$ cat src/rtl/sn_pkg.sv
// Shared types and constants for the stochastic-number datapath.
// The default stream length is shared with the generator stage.
package sn_pkg;

  typedef enum logic [1:0] {
    IDLE = 2'd0,
    ACC  = 2'd1,
    DONE = 2'd2
  } sna_state_t;

  localparam int SN_STREAM_LEN = 16;

  // Result width needed to hold every possible count of ones in one window.
  function automatic int sum_width(input int lanes, input int stream_len);
    return $clog2(lanes * stream_len + 1);
  endfunction

endpackage

$ cat src/rtl/sn_popcount.sv
// Combinational count of set bits across the stochastic lanes.
module sn_popcount #(
  parameter int LANES = 4,
  localparam int PC_W = $clog2(LANES + 1)
) (
  input  logic [LANES-1:0] bits,
  output logic [PC_W-1:0]  count
);

  always_comb begin
    count = '0;
    for (int i = 0; i < LANES; i++) begin
      count = count + PC_W'(bits[i]);
    end
  end

endmodule

$ cat src/rtl/sn_accumulator.sv
// Stochastic-to-binary converter: sums lane popcounts over a fixed window
// and presents the total on a valid/ready output.
//
// state | meaning
// IDLE  | waiting for a start pulse
// ACC   | sampling i_sn_bits, one sample per edge, STREAM_LEN samples
// DONE  | result held on o_sum with o_valid until accepted
module sn_accumulator
  import sn_pkg::*;
#(
  parameter int LANES      = 4,
  parameter int STREAM_LEN = SN_STREAM_LEN,
  localparam int SUM_W     = sum_width(LANES, STREAM_LEN)
) (
  input  logic             i_clk_sna,
  input  logic             i_rst_sna,
  input  logic             i_start_sna,
  input  logic             i_stop_sna,
  input  logic [LANES-1:0] i_sn_bits,
  input  logic             i_ready,
  output logic             o_valid,
  output logic [SUM_W-1:0] o_sum,
  output logic             o_busy
);

  localparam int PC_W  = $clog2(LANES + 1);
  localparam int CNT_W = $clog2(STREAM_LEN);
  localparam logic [CNT_W-1:0] LAST_CNT = CNT_W'(STREAM_LEN - 1);

  sna_state_t        state;
  logic [CNT_W-1:0]  cnt;
  logic [SUM_W-1:0]  acc;
  logic [SUM_W-1:0]  acc_next;
  logic [PC_W-1:0]   pop_cnt;

  sn_popcount #(.LANES(LANES)) u_popcount (
    .bits  (i_sn_bits),
    .count (pop_cnt)
  );

  // SUM_W always exceeds PC_W and covers the full window, so no wrap is possible.
  assign acc_next = acc + SUM_W'(pop_cnt);

  always_ff @(posedge i_clk_sna) begin
    if (i_rst_sna) begin
      state   <= IDLE;
      cnt     <= '0;
      acc     <= '0;
      o_valid <= 1'b0;
      o_sum   <= '0;
      o_busy  <= 1'b0;
    end else begin
      case (state)
        IDLE: begin
          if (i_start_sna) begin
            state  <= ACC;
            cnt    <= '0;
            acc    <= '0;
            o_busy <= 1'b1;
          end
        end
        ACC: begin
          if (i_stop_sna) begin
            state  <= IDLE;
            o_busy <= 1'b0;
          end else if (cnt == LAST_CNT) begin
            state   <= DONE;
            acc     <= acc_next;
            o_sum   <= acc_next;
            o_valid <= 1'b1;
            o_busy  <= 1'b0;
          end else begin
            acc <= acc_next;
            cnt <= cnt + 1'b1;
          end
        end
        DONE: begin
          if (i_ready) begin
            o_valid <= 1'b0;
            // Start in the handshake cycle chains the next window with no gap.
            if (i_start_sna) begin
              state  <= ACC;
              cnt    <= '0;
              acc    <= '0;
              o_busy <= 1'b1;
            end else begin
              state <= IDLE;
            end
          end
        end
        default: begin
          state   <= IDLE;
          o_valid <= 1'b0;
          o_busy  <= 1'b0;
        end
      endcase
    end
  end

endmodule
$ cat config.mk
export PLATFORM = sky130hd
export DESIGN_NAME = sn_accumulator
export DESIGN_NICKNAME = d
export VERILOG_FILES = /design/src/rtl/sn_pkg.sv /design/src/rtl/sn_popcount.sv /design/src/rtl/sn_accumulator.sv
export SDC_FILE = /design/constraint.sdc
export NUM_CORES = 1
export LEC_CHECK = 0
export CORE_MARGIN = 5
export CORE_UTILIZATION = 59
export DETAILED_ROUTE_END_ITERATION = 10
export DONT_BUFFER_PORTS = 1
export GPL_ROUTABILITY_DRIVEN = 0
export PLACE_DENSITY = 0.87
export SYNTH_ARGS = -nofsm -noshare
export SYNTH_HDL_FRONTEND = slang
export SYNTH_SLANG_ARGS = --single-unit
$ cat constraint.sdc
create_clock -name i_clk_sna -period 3.3 [get_ports i_clk_sna]
set_clock_uncertainty 0.2 [all_clocks]
set_input_delay 0.33 -clock i_clk_sna [delete_from_list [all_inputs] [get_ports i_clk_sna]]
set_output_delay 0.33 -clock i_clk_sna [all_outputs]
set_load 0.1 [all_outputs]
* Word-level counts from Yosys, hierarchy flattened
Index checks and enable logic that the tools add are counted.
** Cells by class
- Add/sub/neg operators :: 5
- Eq/ne operators :: 9
- Mux-type cells :: 24
- Bitwise gates (word level) :: 2
- Reductions and logical operators :: 8
** Operators with widths (number)
- $mux 7 :: 3
- $pmux 7 s3 :: 1
- $mux 4 :: 4
- $pmux 4 s3 :: 1
- $ne 2x2->1 const B :: 5
- $reduce_and 3->1 :: 3
- $mux 1 :: 8
- $mux 2 :: 4
- $reduce_and 4->1 :: 2
- $add 7x3->7 :: 1
- $add 3x1->3 :: 2
- $pmux 1 s3 :: 2
- $pmux 2 s3 :: 1
- $add 4x1->4 const B :: 1
- $eq 4x4->1 const B :: 1
- $ne 3x3->1 const B :: 1
- $reduce_bool 3->1 :: 1
- $add 1x1->2 :: 1
- $eq 2x1->1 const B :: 1
- $eq 2x2->1 const B :: 1
- $logic_not 2->1 :: 1
- $not 1->1 :: 2
- $reduce_and 2->1 :: 1
** Storage, ports and cells
- Bits in registers :: 22
- Input port bits :: 9
- Output and inout bits :: 9
- Logic and storage cells :: 54

* Longest topological paths before layout
Gate-level depths: netlist of the first run.
- Depth after elaboration :: 6
- Gate-level depth with buffers :: 10

* Modules after synthesis
A second synthesis of the first run with hierarchy kept.
** Second synthesis, totals
- Cells, all modules :: 135
- Area, all modules :: 1179.9 um^2
** Modules (own cells, without submodules)
- sn_accumulator :: times used 1, cells an instance 127, area each 1116.1 um^2
- sn_popcount :: times used 1, cells an instance 8, area each 63.8 um^2

* Worst setup path before layout of the first run
Ideal clock, no wire load.
- Path type :: input port to flip-flop
- From :: in i_sn_bits[0]
- To :: reg acc[6]
- Library setup time :: 91 ps
- Data arrival time :: 2551 ps
- Required time :: 3009 ps
- Slack :: 458 ps
- Stages on the path :: 10
- Path buffers :: 0
- Cell sequence :: ha_1 -> inv_1 -> fa_1 -> inv_1 -> ha_1 -> fa_1 -> a21o_1 -> and4_1 -> or2b_1 -> a311oi_1
** Between the ends
- Word-level cells in the longest chain between the ends :: 6
** RTL lines
- start: declaration :: line sn_accumulator.sv:19 : input logic [LANES-1:0] i_sn_bits,
- $add 1x1->2 :: line sn_popcount.sv:13 : count = count + PC_W'(bits[i]);
- $add 3x1->3 (2 in series) :: line sn_popcount.sv:13
- $add 7x3->7 :: line sn_accumulator.sv:42 : assign acc_next = acc + SUM_W'(pop_cnt);
- $mux 7 :: line sn_accumulator.sv:63 : if (i_stop_sna) begin
- $pmux 7 s3 :: line sn_accumulator.sv:53 : case (state)
- end signal: assignment :: line sn_accumulator.sv:68 : acc <= acc_next;
- end signal: assignment :: line sn_accumulator.sv:73 : acc <= acc_next;
- end: declaration :: line sn_accumulator.sv:32 : logic [SUM_W-1:0] acc;
No other way between the ends. The select of a mux whose other input is x is not followed.
A chain may end at the register's enable or synchronous reset.

* Worst setup path after layout of the first run
Same ends and word-level chain as after synthesis.

==> flow_metrics.tcl, run 1 <==
set metrics [dict create \
    hold_slack_ps 26.3 \
    run_status "finished, final reports clean" \
    drt_iter0_markers 31 \
    num_vias 954 \
    ys_types 43 \
    leakage_uw 0.000494 \
    cp_data_arrival_time_ps 2720 \
    drive_above_1_share 0.0682 \
    syn_to_final_growth_pct 8.30 \
    placed_cells 154 \
    ys_seq_area_frac 0.384 \
    grt_antenna_before_repair 0 \
    fin_nets 150 \
    avgSynthCellArea_sq_um 8.88 \
    yosysWarningCount 0 \
    syn-instance-count 129 \
    row_count 16 \
    vdd_ir_drop_max_v 0.000270 \
    tritoncts "built" \
    power.total_uw 536 \
    fin_crit_sh 0.821 \
    slew_viol_final 0 \
    synthFlopType "dfxtp_1" \
    rr_endpoint "acc[6]" \
    startpoint "i_sn_bits[0]" \
    ios 18 \
    avgViaCountPerCell 6.00 \
    cts_buffers 3 \
    fin_crit_ps 2710 \
    finalHoldViolCount 0 \
    critPathMaxFanout 3 \
    grt_pass1_vias 973 \
    htree_levels 1 \
    setup-tns-final_ps 0 \
    reg2reg_from "acc[0]" \
    slew_headroom 0.346 \
    synth_common_cells "22 x dfxtp_1, 13 x nor2_1, 9 x inv_1, 9 x nand2_1" \
    fmax_ghz 0.369 \
    postCtsSetupRepairBufs 0 \
    die-area_sq_um 2920 \
    worstHoldStart "i_start_sna" \
    critical_path_required_ps 3310 \
    rsz0062_at_grt "false" \
    die_h_um 54.1 \
    hpwl_um 1760 \
    reg2regPathDepth 6 \
    grt_max_degree 22 \
    root_buffer "clkbuf_4" \
    max-cap-violations 0 \
    clockBufferDepth 2 \
    synth_seq_cells 22 \
    yosys-top-cells-area "dfxtp_1 38%, ha_1 6.6%, a211oi_1 5.2%, nor2_1 4.3%, a21oi_1 3.5%" \
    crit_type "input port to register" \
    synth_top_area_frac 0.384 \
    async_flop_share 0 \
    setup_viol 0 \
    path_clk_slew_ps 120 \
    antenna_left 0 \
    numPortBuffers 0 \
    numClockSinks 22 \
    cp-start-kind "input port" \
    hold_buffers 1 \
    wl_um 2380 \
    start_util 0.603 \
    synth_fp_nets 146 \
    drt_pass1_iterations 4 \
    synth_edf_count 0 \
    synth.most_common_cell "dfxtp_1" \
    grt_usage 0.189 \
    yosysTopAreaCell "dfxtp_1" \
    critPathCaptureType "register" \
    tightest_slew_ps 980 \
    hold_class "input port to register" \
    num_antenna_cells 0 \
    core_area_sq_um 1900 \
    synth_area_sq_um 1150 \
    drc 0 \
    endpoint "acc[6]" \
    insertion_delay_ps 310 \
    die_w_um 54.1 \
    stdcell_count 159 \
    grt_pass1_wl_um 4020 \
    p_per_area_nw_per_um2 432 \
    ctsResizeCount 0 \
    r2r_slack_ps 1080 \
    wl_per_cell_um 15.0 \
    overflow 0 \
]
-- worst min-delay path by stage --
stage | to | slack (ps) | cells after the start
final | o_busy | 30 | 2
after global routing | o_busy | 20 | 2
after CTS | o_busy | 20 | 2
after detailed placement | o_sum[0] | 200 | 1
after global placement | acc[3] | 200 | 1
after floorplan | o_sum[3] | 260 | 1
-- cells in the final DEF, fill, tap and decap left out, types with 3 or more instances in the layout --
cell type | synthesis | routed
a21oi_1 | 8 | 8
a211oi_1 | 8 | 8
dfxtp_1 | 22 | 22
inv_1 | 9 | 9
ha_1 | 6 | 6
nand2_1 | 9 | 9
o21ai_0 | 4 | 4
clkbuf_4 | 0 | 3
a22oi_1 | 3 | 3
nor2_1 | 13 | 13
-- cell type report --
type                    instances  area [sq um]
clock buffers                   3          22.5
well taps                      27          33.8
multi-input cells              94           656
fillers                       161           661
inverters                       9          33.8
repair buffers                  3          25.0
flip-flops and latches         22           440
clock inverters                 1          30.0
-- critical path, cell delays in order --
cell and delay (ps):
ha_1 260, inv_1 40, fa_1 350, inv_1 80, ha_1 260, fa_1 450, a21o_1 210, and4_1 240
or2b_1 230, a311oi_1 280
-- metrics by stage --
step / utilization / cell area, sq um / setup WS (ps)
after floorplan: - / 1150 / 458
after global placement: 0.620 / 1180 / 417
after detailed placement: 0.620 / 1180 / 265
after CTS: 0.653 / 1240 / 601
after global routing: 0.653 / 1240 / 483
final: 0.653 / 1240 / 590
-- state kept, by name (all words and copies together), names as in the netlist --
| signal | flops |
|---|---|
| state | 2 |
| cnt | 4 |
| o_busy | 1 |
| o_valid | 1 |
| acc | 7 |
| o_sum | 7 |
-- logic make-up (layout without fill, tap and decap cells) --
group	Yosys count	count (layout)	share of synthesized area
and+or+nand+nor	45	45	0.216
muxes	1	1	0.00873
xor gates and xnor gates	4	4	0.0306
AOI/OAI and AO/OA	36	36	0.216
DFF	22	22	0.384
adders and majority gates	8	8	0.100
buffers and inverters	13	16	0.0437
-- power breakdown --
group	total [uW]	internal (uW)	switching (uW)
sequential	281	270	11.7
clock	205	123	82.2
combinational	49.7	20.6	29.1
total	536	413	123
-- metal layers --
metal / vias to the layer above / wire (um) / track usage / part of all wire
met2: 29 / 1190 / 0.323 / 0.50
met3: 2 / 164 / 0.0471 / 0.069
met1: 451 / 1020 / 0.222 / 0.43
li1: 472 / - / - / -
met5: - / 0 / 0 / 0
met4: 0 / 12 / 0.0830 / 0.0050
Note: power is estimated with default switching activity, not from simulation.
==> inputs of run 2 (changes only) <==
--- a/config.mk
+++ b/config.mk
@@ -6,11 +6,11 @@
 export NUM_CORES = 1
 export LEC_CHECK = 0
 export CORE_MARGIN = 5
-export CORE_UTILIZATION = 59
+export CORE_UTILIZATION = 55
 export DETAILED_ROUTE_END_ITERATION = 10
 export DONT_BUFFER_PORTS = 1
 export GPL_ROUTABILITY_DRIVEN = 0
-export PLACE_DENSITY = 0.87
+export PLACE_DENSITY = 0.85
 export SYNTH_ARGS = -nofsm -noshare
 export SYNTH_HDL_FRONTEND = slang
 export SYNTH_SLANG_ARGS = --single-unit
==> constraint.sdc (replaced) <==
create_clock -name i_clk_sna -period 2.3 [get_ports i_clk_sna]
set_clock_uncertainty 0.2 [all_clocks]
set_input_delay 0.23 -clock i_clk_sna [delete_from_list [all_inputs] [get_ports i_clk_sna]]
set_output_delay 0.23 -clock i_clk_sna [all_outputs]
set_load 0.1 [all_outputs]
==> flow_metrics.tcl, run 2 (synthesized netlist as in run 1, its figures left out) <==
set metrics [dict create \
    fin_crit_sh 1.02 \
    p_sw_uw 191 \
    drt_pass1_iterations 4 \
    violations "negative hold slack, negative setup slack" \
    cp_data_arrival_time_ps 2380 \
    cp_slowest_cell "fa_1" \
    hold_buffers 7 \
    run_status "finished, violations left" \
    fin_ws_ps -41.1 \
    stdcell_area_sq_um 1490 \
    drc 0 \
    critical_path_required_ps 2330 \
    p_comb_frac 0.156 \
    critPathMaxStageDelay_ps 490 \
    num_vias 1093 \
    syn_to_final_growth_pct 30.3 \
    nFillCells 127 \
    grt_antenna_before_repair 0 \
    fin_nets 173 \
    sw_frac_of_total 0.263 \
    grt_pass1_wl_um 4630 \
    wl_per_cell_um 16.3 \
    fin_crit_ps 2340 \
    slew_headroom 0.744 \
    seqPwrFrac 0.541 \
    hold_class "input port to register" \
    regArea_sq_um 440 \
    critPathCaptureType "register" \
    critPathMaxFanout 2 \
    reg.largest.list "acc (7), o_sum (7), cnt (4)" \
    numClockSinks 22 \
    clockBufferDepth 2 \
    grt_usage 0.185 \
    slew_viol_final 0 \
    die_h_um 55.7 \
    root_buffer "clkbuf_4" \
    insertion_delay_ps 310 \
    worstHoldStart "i_rst_sna" \
    htree_levels 1 \
    power.internal_uw 536 \
    numPortBuffers 0 \
    num_antenna_cells 0 \
    vdd_ir_drop_max_v 0.000367 \
    cp-start-kind "input port" \
    drive_above_1_share 0.252 \
    antenna_left 0 \
    finalHoldViolCount 14 \
    tightest_slew_ps 382 \
    grt_pass1_vias 1073 \
    r2r_slack_ps 120 \
    overflow 0 \
    drt_iter0_markers 24 \
    tritoncts "built" \
    core_area_sq_um 1980 \
    row_count 16 \
    final_common_cell "dfxtp_1" \
    die-area_sq_um 3100 \
    rr_endpoint "o_sum[0]" \
    crit_type "input port to register" \
    pwr-share-clk 0.304 \
    rsz0062_at_grt "true" \
    p_per_area_nw_per_um2 487 \
    start_util 0.578 \
    max-cap-violations 0 \
    grt_max_degree 25 \
    crit_family "adder cells" \
    reg2reg_from "cnt[0]" \
    path_buf_inv 2 \
    hpwl_um 1920 \
    utilization 0.754 \
    most-common-layout-cells "22 x dfxtp_1, 18 x buf_4, 13 x nor2_1" \
    setup-tns-final_ps -60.3 \
    fmax_ghz 0.427 \
    wl_um 2970 \
    leakage_uw 0.000620 \
    multiInputGateArea_sq_um 733 \
    hold_slack_ps -237 \
    reg2regPathDepth 6 \
    placed_cell_area_sq_um 1320 \
    cp_cell_sequence "ha_4 -> inv_2 -> fa_1 -> inv_2 -> ha_4 -> fa_2 -> a21o_1 -> and4_1 -> or2b_1 -> a311oi_1" \
    hold_depth 1 \
    ios 18 \
    cts_buffers 3 \
    setup_viol 2 \
    whs_endpoint "o_sum[6]" \
    avgViaCountPerCell 6.01 \
    die_w_um 55.7 \
    path_clk_slew_ps 120 \
]
[run 2: cell count changes in the layout (fill, tap and decap cells not counted), moves of 3 or more]
cell,change
inv_2,+3
ha_4,+3
ha_1,-3
dlygate4sd3_1,+6
inv_1,-3
buf_4,+16
[run 2: layout make-up]
type                       count  share of cell area
multi-input combinational     94               0.491
tap                           27              0.0226
timing repair buffer          26               0.145
clock buffer                   4              0.0243
sequential                    22               0.295
inverter                       9              0.0226
[run 2: worst max-delay path by stage]
stage / end / from / depth (start not counted)
2_1_floorplan: acc[6] / i_sn_bits[1] / 10
3_3_place_gp: acc[6] / i_sn_bits[1] / 10
3_5_place_dp: acc[6] / i_sn_bits[1] / 10
4_1_cts: acc[6] / i_sn_bits[1] / 10
5_1_grt: acc[6] / i_sn_bits[1] / 10
6_report: acc[6] / i_sn_bits[1] / 10
[run 2: power by group through the flow]
| stage | logic [uW] | registers, uW | clock network [uW] |
|---|---|---|---|
| after floorplan | 65.2 | 411 | 0 |
| after global placement | 87.4 | 401 | 0 |
| after detailed placement | 93.3 | 401 | 0 |
| after CTS | 102 | 393 | 221 |
| after global routing | 125 | 394 | 241 |
| final | 113 | 393 | 221 |
[run 2: through the flow]
step / setup slack, ps / hold slack (ps) / instances / total power (uW)
after global placement: -349 / 103 / 168 / 488
after floorplan: -351 / 163 / 129 / 476
final: -41.1 / -237 / 182 / 727
after global routing: -139 / -262 / 182 / 760
after CTS: -62.6 / -235 / 181 / 715
after detailed placement: -421 / 106 / 168 / 494
[run 2: per-layer routing]
metal | global-route usage | vias up | wire [um]
met5 | 0 | - | 0
met4 | 0.111 | 0 | 51
met3 | 0.0603 | 8 | 233
met2 | 0.302 | 59 | 1510
met1 | 0.208 | 515 | 1180
li1 | - | 511 | -
[run 2: repair_timing]
item / in CTS / in global routing
buffers inserted: 2 / 1
setup endpoints to repair: 2 / 5
hold endpoints to repair: 22 / 14
pin swaps: 4 / 4
gates resized for setup: 0 / 8
